### config.mk
export PLATFORM = sky130hd
export DESIGN_NAME = uart_fifo
export DESIGN_NICKNAME = d
export VERILOG_FILES = /design/src/rtl/uart_fifo.sv
export SDC_FILE = /design/constraint.sdc
export NUM_CORES = 1
export LEC_CHECK = 0
export CORE_MARGIN = 2
export CORE_UTILIZATION = 30
export DETAILED_ROUTE_END_ITERATION = 10
export GPL_TIMING_DRIVEN = 1
export PLACE_DENSITY = 0.52
export SLEW_MARGIN = 0
export SYNTH_ARGS = -nofsm -noshare
export SYNTH_HDL_FRONTEND = slang
export SYNTH_SLANG_ARGS = --single-unit
### constraint.sdc
create_clock -name clk -period 4.1 [get_ports clk]
set_input_delay 1.23 -clock clk [delete_from_list [all_inputs] [get_ports clk]]
set_output_delay 1.23 -clock clk [all_outputs]
set_load 0.005 [all_outputs]
### src/rtl/uart_fifo.sv
// uart_fifo: buffered UART, TX/RX engines each fronted by a show-ahead FIFO,
// 16x oversampled receiver with start-glitch reject and sticky error flags.
// Optional feature macro: UART_PARITY_EN (even parity bit after the data bits).
module uart_fifo #(
  parameter int CLK_FREQ   = 100_000_000,
  parameter int BAUD_RATE  = 115_200,
  parameter int DATA_BITS  = 8,
  parameter int FIFO_DEPTH = 16
) (
  input  logic                 clk,
  input  logic                 reset,
  input  logic                 we,
  input  logic [DATA_BITS-1:0] tx_data,
  input  logic                 re,
  input  logic                 clr_err,
  input  logic                 rxd,
  output logic                 txd,
  output logic                 tx_full,
  output logic                 tx_busy,
  output logic [DATA_BITS-1:0] rx_data,
  output logic                 rx_valid,
  output logic                 rx_busy,
  output logic                 frame_err,
  output logic                 overrun,
  output logic                 parity_err
);
  localparam int DIV_RAW = CLK_FREQ / (BAUD_RATE * 16);
  localparam int DIV     = (DIV_RAW < 1) ? 1 : DIV_RAW;
  localparam int DW      = (DIV > 1) ? $clog2(DIV) : 1;
  localparam int BW      = $clog2(DATA_BITS);
  localparam int AW      = $clog2(FIFO_DEPTH);
  localparam int PW      = AW + 1;
  localparam int TX      = 0;
  localparam int RX      = 1;

  typedef enum logic [2:0] {S_IDLE, S_START, S_DATA, S_PAR, S_STOP} state_e;

  // ---------------- oversample tick ----------------
  logic [DW-1:0] div_q, div_d;
  logic          tick;

  always_comb begin
    tick  = (div_q == DW'(DIV - 1));
    div_d = tick ? '0 : div_q + DW'(1);
  end

  always_ff @(posedge clk or negedge reset) begin
    if (!reset) div_q <= '0;
    else        div_q <= div_d;
  end

  // ---------------- FIFOs (0 = TX, 1 = RX) ----------------
  logic [1:0]                f_push, f_pop, f_full, f_valid;
  logic [1:0][DATA_BITS-1:0] f_din, f_dout;

  for (genvar g = 0; g < 2; g++) begin : g_fifo
    logic [AW:0]          wr_q, wr_d, rd_q, rd_d;
    logic                 valid_q, valid_d, full, do_push, do_pop;
    logic [DATA_BITS-1:0] head_q, head_d;
    logic [DATA_BITS-1:0] mem_q [FIFO_DEPTH];

    // Head register is loaded from next-state pointers so a pop shows the
    // following entry immediately; a push into the head slot bypasses memory.
    always_comb begin
      full    = (wr_q[AW] != rd_q[AW]) && (wr_q[AW-1:0] == rd_q[AW-1:0]);
      do_pop  = f_pop[g] && valid_q;
      do_push = f_push[g] && (!full || do_pop);
      wr_d    = wr_q + PW'(do_push);
      rd_d    = rd_q + PW'(do_pop);
      valid_d = (wr_d != rd_d);
      head_d  = mem_q[rd_d[AW-1:0]];
      if (do_push && (wr_q[AW-1:0] == rd_d[AW-1:0])) head_d = f_din[g];
    end

    always_ff @(posedge clk) begin
      if (do_push) mem_q[wr_q[AW-1:0]] <= f_din[g];
    end

    always_ff @(posedge clk or negedge reset) begin
      if (!reset) begin
        wr_q    <= '0;
        rd_q    <= '0;
        valid_q <= 1'b0;
        head_q  <= '0;
      end else begin
        wr_q    <= wr_d;
        rd_q    <= rd_d;
        valid_q <= valid_d;
        head_q  <= head_d;
      end
    end

    assign f_full[g]  = full;
    assign f_valid[g] = valid_q;
    assign f_dout[g]  = head_q;
  end

  // ---------------- TX engine ----------------
  state_e               tx_state_q;
  logic [3:0]           tx_cnt_q;
  logic [BW-1:0]        tx_bit_q;
  logic [DATA_BITS-1:0] tx_sh_q;
  logic                 txd_q;
  logic                 tx_pop, tx_bit_end;
`ifdef UART_PARITY_EN
  logic                 tx_par_q;
`endif

  // Popping at the last tick of STOP chains frames with no idle gap.
  always_comb begin
    tx_bit_end = tick && (tx_cnt_q == 4'd15);
    tx_pop     = tick && f_valid[TX] &&
                 ((tx_state_q == S_IDLE) || ((tx_state_q == S_STOP) && (tx_cnt_q == 4'd15)));
  end

  always_ff @(posedge clk or negedge reset) begin
    if (!reset) begin
      tx_state_q <= S_IDLE;
      tx_cnt_q   <= '0;
      tx_bit_q   <= '0;
      tx_sh_q    <= '0;
      txd_q      <= 1'b1;
`ifdef UART_PARITY_EN
      tx_par_q   <= 1'b0;
`endif
    end else begin
      if (tick) tx_cnt_q <= tx_cnt_q + 4'd1;
      case (tx_state_q)
        S_IDLE: begin
          tx_cnt_q <= '0;
          txd_q    <= 1'b1;
        end
        S_START: if (tx_bit_end) begin
          tx_state_q <= S_DATA;
          txd_q      <= tx_sh_q[0];
          tx_sh_q    <= tx_sh_q >> 1;
          tx_bit_q   <= '0;
        end
        S_DATA: if (tx_bit_end) begin
          if (tx_bit_q == BW'(DATA_BITS - 1)) begin
`ifdef UART_PARITY_EN
            tx_state_q <= S_PAR;
            txd_q      <= tx_par_q;
`else
            tx_state_q <= S_STOP;
            txd_q      <= 1'b1;
`endif
          end else begin
            tx_bit_q <= tx_bit_q + BW'(1);
            txd_q    <= tx_sh_q[0];
            tx_sh_q  <= tx_sh_q >> 1;
          end
        end
`ifdef UART_PARITY_EN
        S_PAR: if (tx_bit_end) begin
          tx_state_q <= S_STOP;
          txd_q      <= 1'b1;
        end
`endif
        S_STOP: if (tx_bit_end) tx_state_q <= S_IDLE;
        default: tx_state_q <= S_IDLE;
      endcase
      if (tx_pop) begin
        tx_state_q <= S_START;
        txd_q      <= 1'b0;
        tx_sh_q    <= f_dout[TX];
`ifdef UART_PARITY_EN
        tx_par_q   <= ^f_dout[TX];
`endif
      end
    end
  end

  // ---------------- RX engine ----------------
  logic                 rx_s1_q, rx_s2_q, rx_prev_q;
  state_e               rx_state_q;
  logic [3:0]           rx_cnt_q;
  logic [BW-1:0]        rx_bit_q;
  logic [DATA_BITS-1:0] rx_sh_q;
  logic                 rx_push_q, rx_ferr_q, rx_bit_end;
`ifdef UART_PARITY_EN
  logic                 rx_par_bad_q, rx_perr_q;
`endif

  assign rx_bit_end = tick && (rx_cnt_q == 4'd15);

  always_ff @(posedge clk or negedge reset) begin
    if (!reset) begin
      rx_s1_q   <= 1'b1;
      rx_s2_q   <= 1'b1;
      rx_prev_q <= 1'b1;
    end else begin
      rx_s1_q   <= rxd;
      rx_s2_q   <= rx_s1_q;
      rx_prev_q <= rx_s2_q;
    end
  end

  always_ff @(posedge clk or negedge reset) begin
    if (!reset) begin
      rx_state_q   <= S_IDLE;
      rx_cnt_q     <= '0;
      rx_bit_q     <= '0;
      rx_sh_q      <= '0;
      rx_push_q    <= 1'b0;
      rx_ferr_q    <= 1'b0;
`ifdef UART_PARITY_EN
      rx_par_bad_q <= 1'b0;
      rx_perr_q    <= 1'b0;
`endif
    end else begin
      rx_push_q <= 1'b0;
      if (tick) rx_cnt_q <= rx_cnt_q + 4'd1;
      case (rx_state_q)
        S_IDLE: begin
          rx_cnt_q <= '0;
          if (rx_prev_q && !rx_s2_q) rx_state_q <= S_START;
        end
        // Half-bit check of the start bit; realigns the counter to bit centres.
        S_START: if (tick && (rx_cnt_q == 4'd7)) begin
          rx_cnt_q <= '0;
          if (rx_s2_q) rx_state_q <= S_IDLE;
          else begin
            rx_state_q <= S_DATA;
            rx_bit_q   <= '0;
          end
        end
        S_DATA: if (rx_bit_end) begin
          rx_sh_q <= {rx_s2_q, rx_sh_q[DATA_BITS-1:1]};
          if (rx_bit_q == BW'(DATA_BITS - 1)) begin
`ifdef UART_PARITY_EN
            rx_state_q <= S_PAR;
`else
            rx_state_q <= S_STOP;
`endif
          end else begin
            rx_bit_q <= rx_bit_q + BW'(1);
          end
        end
`ifdef UART_PARITY_EN
        S_PAR: if (rx_bit_end) begin
          rx_par_bad_q <= rx_s2_q ^ (^rx_sh_q);
          rx_state_q   <= S_STOP;
        end
`endif
        S_STOP: if (rx_bit_end) begin
          rx_push_q  <= 1'b1;
          rx_ferr_q  <= !rx_s2_q;
`ifdef UART_PARITY_EN
          rx_perr_q  <= rx_par_bad_q;
`endif
          rx_state_q <= S_IDLE;
        end
        default: rx_state_q <= S_IDLE;
      endcase
    end
  end

  // ---------------- FIFO hookup and sticky flags ----------------
  assign f_push = {rx_push_q, we};
  assign f_pop  = {re, tx_pop};
  assign f_din  = {rx_sh_q, tx_data};

  logic frame_err_q, frame_err_d, overrun_q, overrun_d, rx_drop;
`ifdef UART_PARITY_EN
  logic parity_err_q, parity_err_d;
`endif

  // Set has priority over a simultaneous clear.
  always_comb begin
    rx_drop     = rx_push_q && f_full[RX] && !(re && f_valid[RX]);
    frame_err_d = (frame_err_q && !clr_err) || (rx_push_q && rx_ferr_q);
    overrun_d   = (overrun_q && !clr_err) || rx_drop;
`ifdef UART_PARITY_EN
    parity_err_d = (parity_err_q && !clr_err) || (rx_push_q && rx_perr_q);
`endif
  end

  always_ff @(posedge clk or negedge reset) begin
    if (!reset) begin
      frame_err_q  <= 1'b0;
      overrun_q    <= 1'b0;
`ifdef UART_PARITY_EN
      parity_err_q <= 1'b0;
`endif
    end else begin
      frame_err_q  <= frame_err_d;
      overrun_q    <= overrun_d;
`ifdef UART_PARITY_EN
      parity_err_q <= parity_err_d;
`endif
    end
  end

  assign txd       = txd_q;
  assign tx_full   = f_full[TX];
  assign tx_busy   = f_valid[TX] || (tx_state_q != S_IDLE);
  assign rx_data   = f_dout[RX];
  assign rx_valid  = f_valid[RX];
  assign rx_busy   = (rx_state_q != S_IDLE);
  assign frame_err = frame_err_q;
  assign overrun   = overrun_q;
`ifdef UART_PARITY_EN
  assign parity_err = parity_err_q;
`else
  assign parity_err = 1'b0;
`endif

endmodule

==> results of run 1 <==
worst paths after layout:
kind | cells past startpoint | start | end | slack (ns)
worst max-delay path | 10 | tx_state_q[0]$_DFFE_PN0P_ | g_fifo[0].head_q[4]$_DFF_PN0_ | 0.32
worst min-delay path | 0 | rx_s1_q$_DFF_PN1_ | rx_s2_q$_DFF_PN1_ | 0.37
worst max register to register | 10 | tx_state_q[0]$_DFFE_PN0P_ | g_fifo[0].head_q[4]$_DFF_PN0_ | 0.32
worst min register to register | 0 | rx_s1_q$_DFF_PN1_ | rx_s2_q$_DFF_PN1_ | 0.37
max in group asynchronous | 2 | reset | rx_data[5]$_DFF_PN0_ | 2.46
min in group asynchronous | 1 | reset | div_q[4]$_DFF_PN0_ | 0.85
cell type report:
class | instances | area [um^2]
Sequential cell | 344 | 9894
Clock inverter | 19 | 150.1
Inverter | 15 | 56.30
Timing Repair Buffer | 85 | 743.2
Multi-Input combinational cell | 422 | 4011
Fill cell | 4368 | 29770
Tap cell | 607 | 759.5
Clock buffer | 53 | 1070
logic make-up (layout without fill, tap and decap cells):
group,after synthesis,in the layout,synth area share (%)
other cells,1,1,0.02660
flops,344,344,70.18
buf+inv,52,172,1.491
fa+ha+maj,17,17,1.491
mux,104,104,13.32
compound gates,76,76,3.967
simple gates,178,178,6.612
xor+xnor,46,46,2.911
stage by stage:
stage	instance area, um^2	util [%]	instances	total power [uW]
2_1_floorplan	14100	-	818	5266
3_3_place_gp	15460	33.29	1473	5895
3_5_place_dp	15460	33.29	1473	5904
4_1_cts	16680	35.91	1545	9249
5_1_grt	16680	35.91	1545	9517
6_report	16680	35.91	1545	9095
cell usage in the layout, fill, tap and decap left out, types with 9 or more instances in the layout:
cell type	n
nor2_1	25
buf_4	55
nor3_1	22
dfrtp_1	84
mux2_2	29
nor2b_1	9
nand2b_1	14
mux2i_1	11
edfxtp_1	256
a211oi_1	16
nand3_1	14
clkdlybuf4s50_1	27
a21oi_1	14
and2_1	10
nor4_1	16
ha_1	14
clkbuf_1	11
mux4_2	64
xor2_1	13
xnor2_1	31
clkbuf_16	40
inv_1	15
nand2_1	45
power by group through the flow:
stage	Combinational (uW)	Sequential [uW]	Clock, uW
5_1_grt	1800	4180	3530
3_3_place_gp	1660	4230	0
2_1_floorplan	1150	4110	0
6_report	1640	4160	3300
4_1_cts	1690	4150	3410
3_5_place_dp	1680	4230	0
flip-flops by register name, indices dropped and copies added (netlist names), 3 cells and up:
register / count
div_q: 6
g_fifo.head_q: 8
g_fifo.mem_q: 256
g_fifo.rd_q: 10
g_fifo.wr_q: 10
rx_bit_q: 3
rx_cnt_q: 4
rx_data: 8
rx_sh_q: 8
rx_state_q: 3
tx_bit_q: 3
tx_cnt_q: 4
tx_sh_q: 8
tx_state_q: 3
synthesized netlist by cell type (3+ instances only):
cell type,count
nor4_1,16
nand4_1,7
o21ai_0,6
dfrtp_1,84
nor3_1,22
o22ai_1,7
nand2_1,45
nor2_1,25
nand3_1,14
inv_1,15
mux2i_1,11
xor2_1,14
edfxtp_1,256
nor2b_1,9
xnor2_1,31
a21oi_1,14
a211oi_1,16
dfstp_2,4
buf_2,9
a31oi_1,8
nand2b_1,14
o21bai_1,3
mux4_2,64
ha_1,16
clkbuf_1,24
mux2_2,29
or3_1,3
buf_1,3
a2bb2oi_1,7
and2_1,10
routing by layer:
layer | vias up | GRT usage, % | wire length (um)
li1 | 3388 | - | -
met1 | 3718 | 17.38 | 13780
met2 | 132 | 19.94 | 13700
met3 | 36 | 2.529 | 1244
met4 | 0 | 3.889 | 579
met5 | - | 0 | 0
==> impl_metrics.json, run 1 <==
{
  "netlist_area_um2": 14100,
  "worst_setup_path_start_kind": "flop",
  "cts_tree": "done",
  "timing.slew.headroom_pct": 30.00,
  "synth_edf_count": 256,
  "setup_slack_ns": 0.3155,
  "io_buffers": 28,
  "min_period_over_period_pct": 92.30,
  "syn_nets": 848,
  "area_growth_pct": 18.34,
  "path_common_cell": "buf_4",
  "synth_seq_area_share_pct": 70.18,
  "crit_chain": "or3b_4 -> a2111oi_4 -> ha_2 -> ha_1 -> buf_4 -> buf_4 -> mux4_2 -> nand2_1 -> a31oi_1 -> mux2_2",
  "drt_wl_total_mm": 29.30,
  "worst_pin_slew_ns": 1.050,
  "drv_slew": 0,
  "grt_pass1_vias": 7628,
  "leakage_uw": 0.006127,
  "die_x_um": 220.8,
  "switching_power_uw": 2437,
  "crit_path_max_fanout": 16,
  "synthFlopType": "edfxtp_1",
  "syn_inst": 818,
  "pin_count": 30,
  "end_kind": "flop",
  "grt_pass1_wl_mm": 45.82,
  "initialDrtViolationCount": 451,
  "pwr-share-comb_pct": 18.1,
  "synth-seq-cells": 344,
  "peakVddDrop_v": 0.0005103,
  "critPathSlowestCell": "a2111oi_4",
  "place_ws_ns": 0.1705,
  "ctsResizeCount": 0,
  "critPathTopFamily": "adder cells",
  "post-route-min-period_ns": 3.784,
  "p_per_area_nw_per_um2": 545.1,
  "holdWs_ns": 0.3735,
  "worstPathArrival_ns": 4.19,
  "hold_buffers": 0,
  "maxClockFrequency_mhz": 264.2,
  "initial_core_util_pct": 30.35,
  "wl_per_cell_um": 18.97,
  "cts-htree-levels": 2,
  "p_int_uw": 6658,
  "root_buffer": "clkbuf_16",
  "clock_sinks": 344,
  "post_cts_buffers": 0,
  "hold_class": "reg -> reg",
  "maxCapViolations": 0,
  "seq_power_share_pct": 45.7,
  "setup-tns-final_ns": 0,
  "clkPwrFrac_pct": 36.2,
  "crit_buf_inv": 2,
  "nNetsFinal": 937,
  "overflow": 0,
  "grt_usage_pct": 12.56,
  "cpPeakStageDelay_ns": 0.52,
  "skew_ns": 0.02527,
  "swShare_pct": 26.80,
  "dp_hpwl_mm": 18.31,
  "path_class": "reg -> reg",
  "rows": 79,
  "rsz0062_at_grt": "false",
  "cts_made_buffers": 39,
  "grt_max_degree": 81,
  "die_h_um": 220.8,
  "firstDrtPassIters": 4,
  "n_antenna_cell": 0,
  "crit_required_ns": 4.51,
  "drive_above_1_share_pct": 23.88,
  "clock_path_buffers": 3,
  "status": "finished, final reports clean",
  "num_vias": 7274,
  "hold_viol_final": 0,
  "drc_errors": 0,
  "async_flop_share_pct": 25.58,
  "place_congestion": 0.7533,
  "coreArea_um2": 46460,
  "avgSynthCellArea_um2": 17.24,
  "die_area_um2": 48750,
  "finalSetupViolCount": 0,
  "yosysUniqueCellTypes": 57,
  "yosys.area.top_type": "edfxtp_1",
  "ant_nets": 0,
  "clk-insertion-delay-late_ns": 0.55,
  "avgViaCountPerCell": 4.708,
  "synth_top_area_share_pct": 54.53,
  "netlist_top_cells_area": "edfxtp_1 (55%), dfrtp_1 (15%), mux4_2 (10%), mux2_2 (2.3%), xnor2_1 (1.9%)",
  "synth_warnings": 0,
  "antenna_found_initial": 0,
  "cts.clk_slew.worst_paths_ns": 0.06
}
No activity file was read; power rests on OpenSTA's default activity.
==> run 2, diff against run 1 <==
- CORE_ASPECT_RATIO: not set -> 2
==> impl_metrics.json, run 2 (synthesis results as in run 1) <==
{
  "grt_max_degree": 66,
  "worstReg2RegEnd": "g_fifo[0].head_q[3]$_DFF_PN0_",
  "dp_hpwl_mm": 21.14,
  "min_from": "rx_s1_q$_DFF_PN1_",
  "avgViaCountPerCell": 4.639,
  "worst_setup_path_start_kind": "flop",
  "area_growth_pct": 17.00,
  "regToRegStartpoint": "tx_state_q[0]$_DFFE_PN0P_",
  "antenna_found_initial": 0,
  "clock_path_buffers": 3,
  "clk-insertion-delay-late_ns": 0.59,
  "drc_errors": 0,
  "grt_usage_pct": 12.70,
  "whs_endpoint": "rx_s2_q$_DFF_PN1_",
  "cpPeakStageDelay_ns": 0.56,
  "drv_slew": 0,
  "post-route-min-period_ns": 3.591,
  "largest_register_ffs": 256,
  "hold_class": "reg -> reg",
  "num_vias": 7172,
  "rows": 112,
  "initialDrtViolationCount": 293,
  "crit_cells": 3,
  "hold_buffers": 0,
  "holdWs_ns": 0.3560,
  "drt_wl_total_mm": 30.05,
  "r2r_cells": 9,
  "coreArea_um2": 46520,
  "root_buffer": "clkbuf_16",
  "wl_per_cell_um": 19.44,
  "overflow": 0,
  "die_x_um": 157.3,
  "setup-tns-final_ns": 0,
  "nNetsFinal": 925,
  "firstDrtPassIters": 5,
  "crit_path_max_fanout": 13,
  "grt_pass1_vias": 7987,
  "pin_count": 30,
  "min_period_over_period_pct": 87.59,
  "maxClockFrequency_mhz": 278.5,
  "hold_viol_final": 0,
  "worst_pin_slew_ns": 0.8280,
  "drive_above_1_share_pct": 22.63,
  "end_kind": "output port",
  "cts_made_buffers": 31,
  "crit_buf_inv": 1,
  "io_buffers": 28,
  "final_common_cell": "edfxtp_1",
  "worstPathArrival_ns": 2.36,
  "ctsResizeCount": 0,
  "p_per_area_nw_per_um2": 523.5,
  "cts-htree-levels": 1,
  "clock_sinks": 344,
  "skew_ns": 0.03326,
  "initial_core_util_pct": 30.30,
  "hold_depth": 0,
  "crit_chain": "nor3_1 -> nand2b_1 -> clkdlybuf4s50_1",
  "leakage_uw": 0.006011,
  "place_congestion": 0.7453,
  "maxCapViolations": 0,
  "final_cell_mix": "edfxtp_1 (256), dfrtp_1 (84), mux4_2 (64)",
  "cts.clk_slew.worst_paths_ns": 0.06,
  "path_class": "reg -> out",
  "die_area_um2": 48850,
  "post_cts_buffers": 0,
  "die_h_um": 310.6,
  "crit_path_start": "tx_state_q[2]$_DFFE_PN0P_",
  "peakVddDrop_v": 0.0004433,
  "ant_nets": 0,
  "cts_tree": "done",
  "crit_required_ns": 2.87,
  "rsz0062_at_grt": "false",
  "setup_slack_ns": 0.5089,
  "n_antenna_cell": 0,
  "timing.slew.headroom_pct": 44.29,
  "rrSetupSlack_ns": 0.58,
  "status": "finished, final reports clean",
  "critPathSlowestCell": "nor3_1",
  "critPathTopFamily": "simple AND/OR/NAND/NOR gates",
  "place_ws_ns": 0.2912,
  "finalSetupViolCount": 0,
  "grt_pass1_wl_mm": 46.87
}
run 2: metrics by stage:
| stage | utilization, % | instance area, um^2 | total power, uW | std cells |
|---|---|---|---|---|
| after global routing | 35.45 | 16490 | 9062 | 1546 |
| after CTS | 35.45 | 16490 | 8803 | 1546 |
| after floorplan | - | 14100 | 5266 | 818 |
| after detailed placement | 33.34 | 15510 | 5917 | 1489 |
| after global placement | 33.34 | 15510 | 5892 | 1489 |
| final | 35.45 | 16490 | 8635 | 1546 |
run 2: how the worst max path moves through the flow:
stage / endpoint / slack, ns
global route: g_fifo[0].head_q[3]$_DFF_PN0_ / 0.30
finish: tx_busy / 0.51
detailed placement: rx_data[4]$_DFF_PN0_ / 0.29
CTS: tx_busy / 0.39
global placement: rx_data[2]$_DFF_PN0_ / 0.30
floorplan: rx_data[0]$_DFF_PN0_ / 0.30
run 2: final cells by class:
class                           instances  area [um^2]
Multi-Input combinational cell        422         4011
Clock buffer                           35        790.8
Fill cell                            4494        30030
Timing Repair Buffer                   81        763.2
Inverter                               15        56.30
Sequential cell                       344         9894
Tap cell                              627        784.5
Clock inverter                         22        193.9
run 2: power breakdown:
part	internal, uW	leakage (uW)	switching (uW)
clock network	1580	0.000477	1280
logic	758	0.00175	881
registers	3970	0.00379	174
run 2: routing by layer:
metal | GRT usage [%] | wire [um]
met5 | 0 | 0
met4 | 3.781 | 700
met3 | 1.393 | 730
met2 | 27.27 | 18980
met1 | 11.77 | 9642
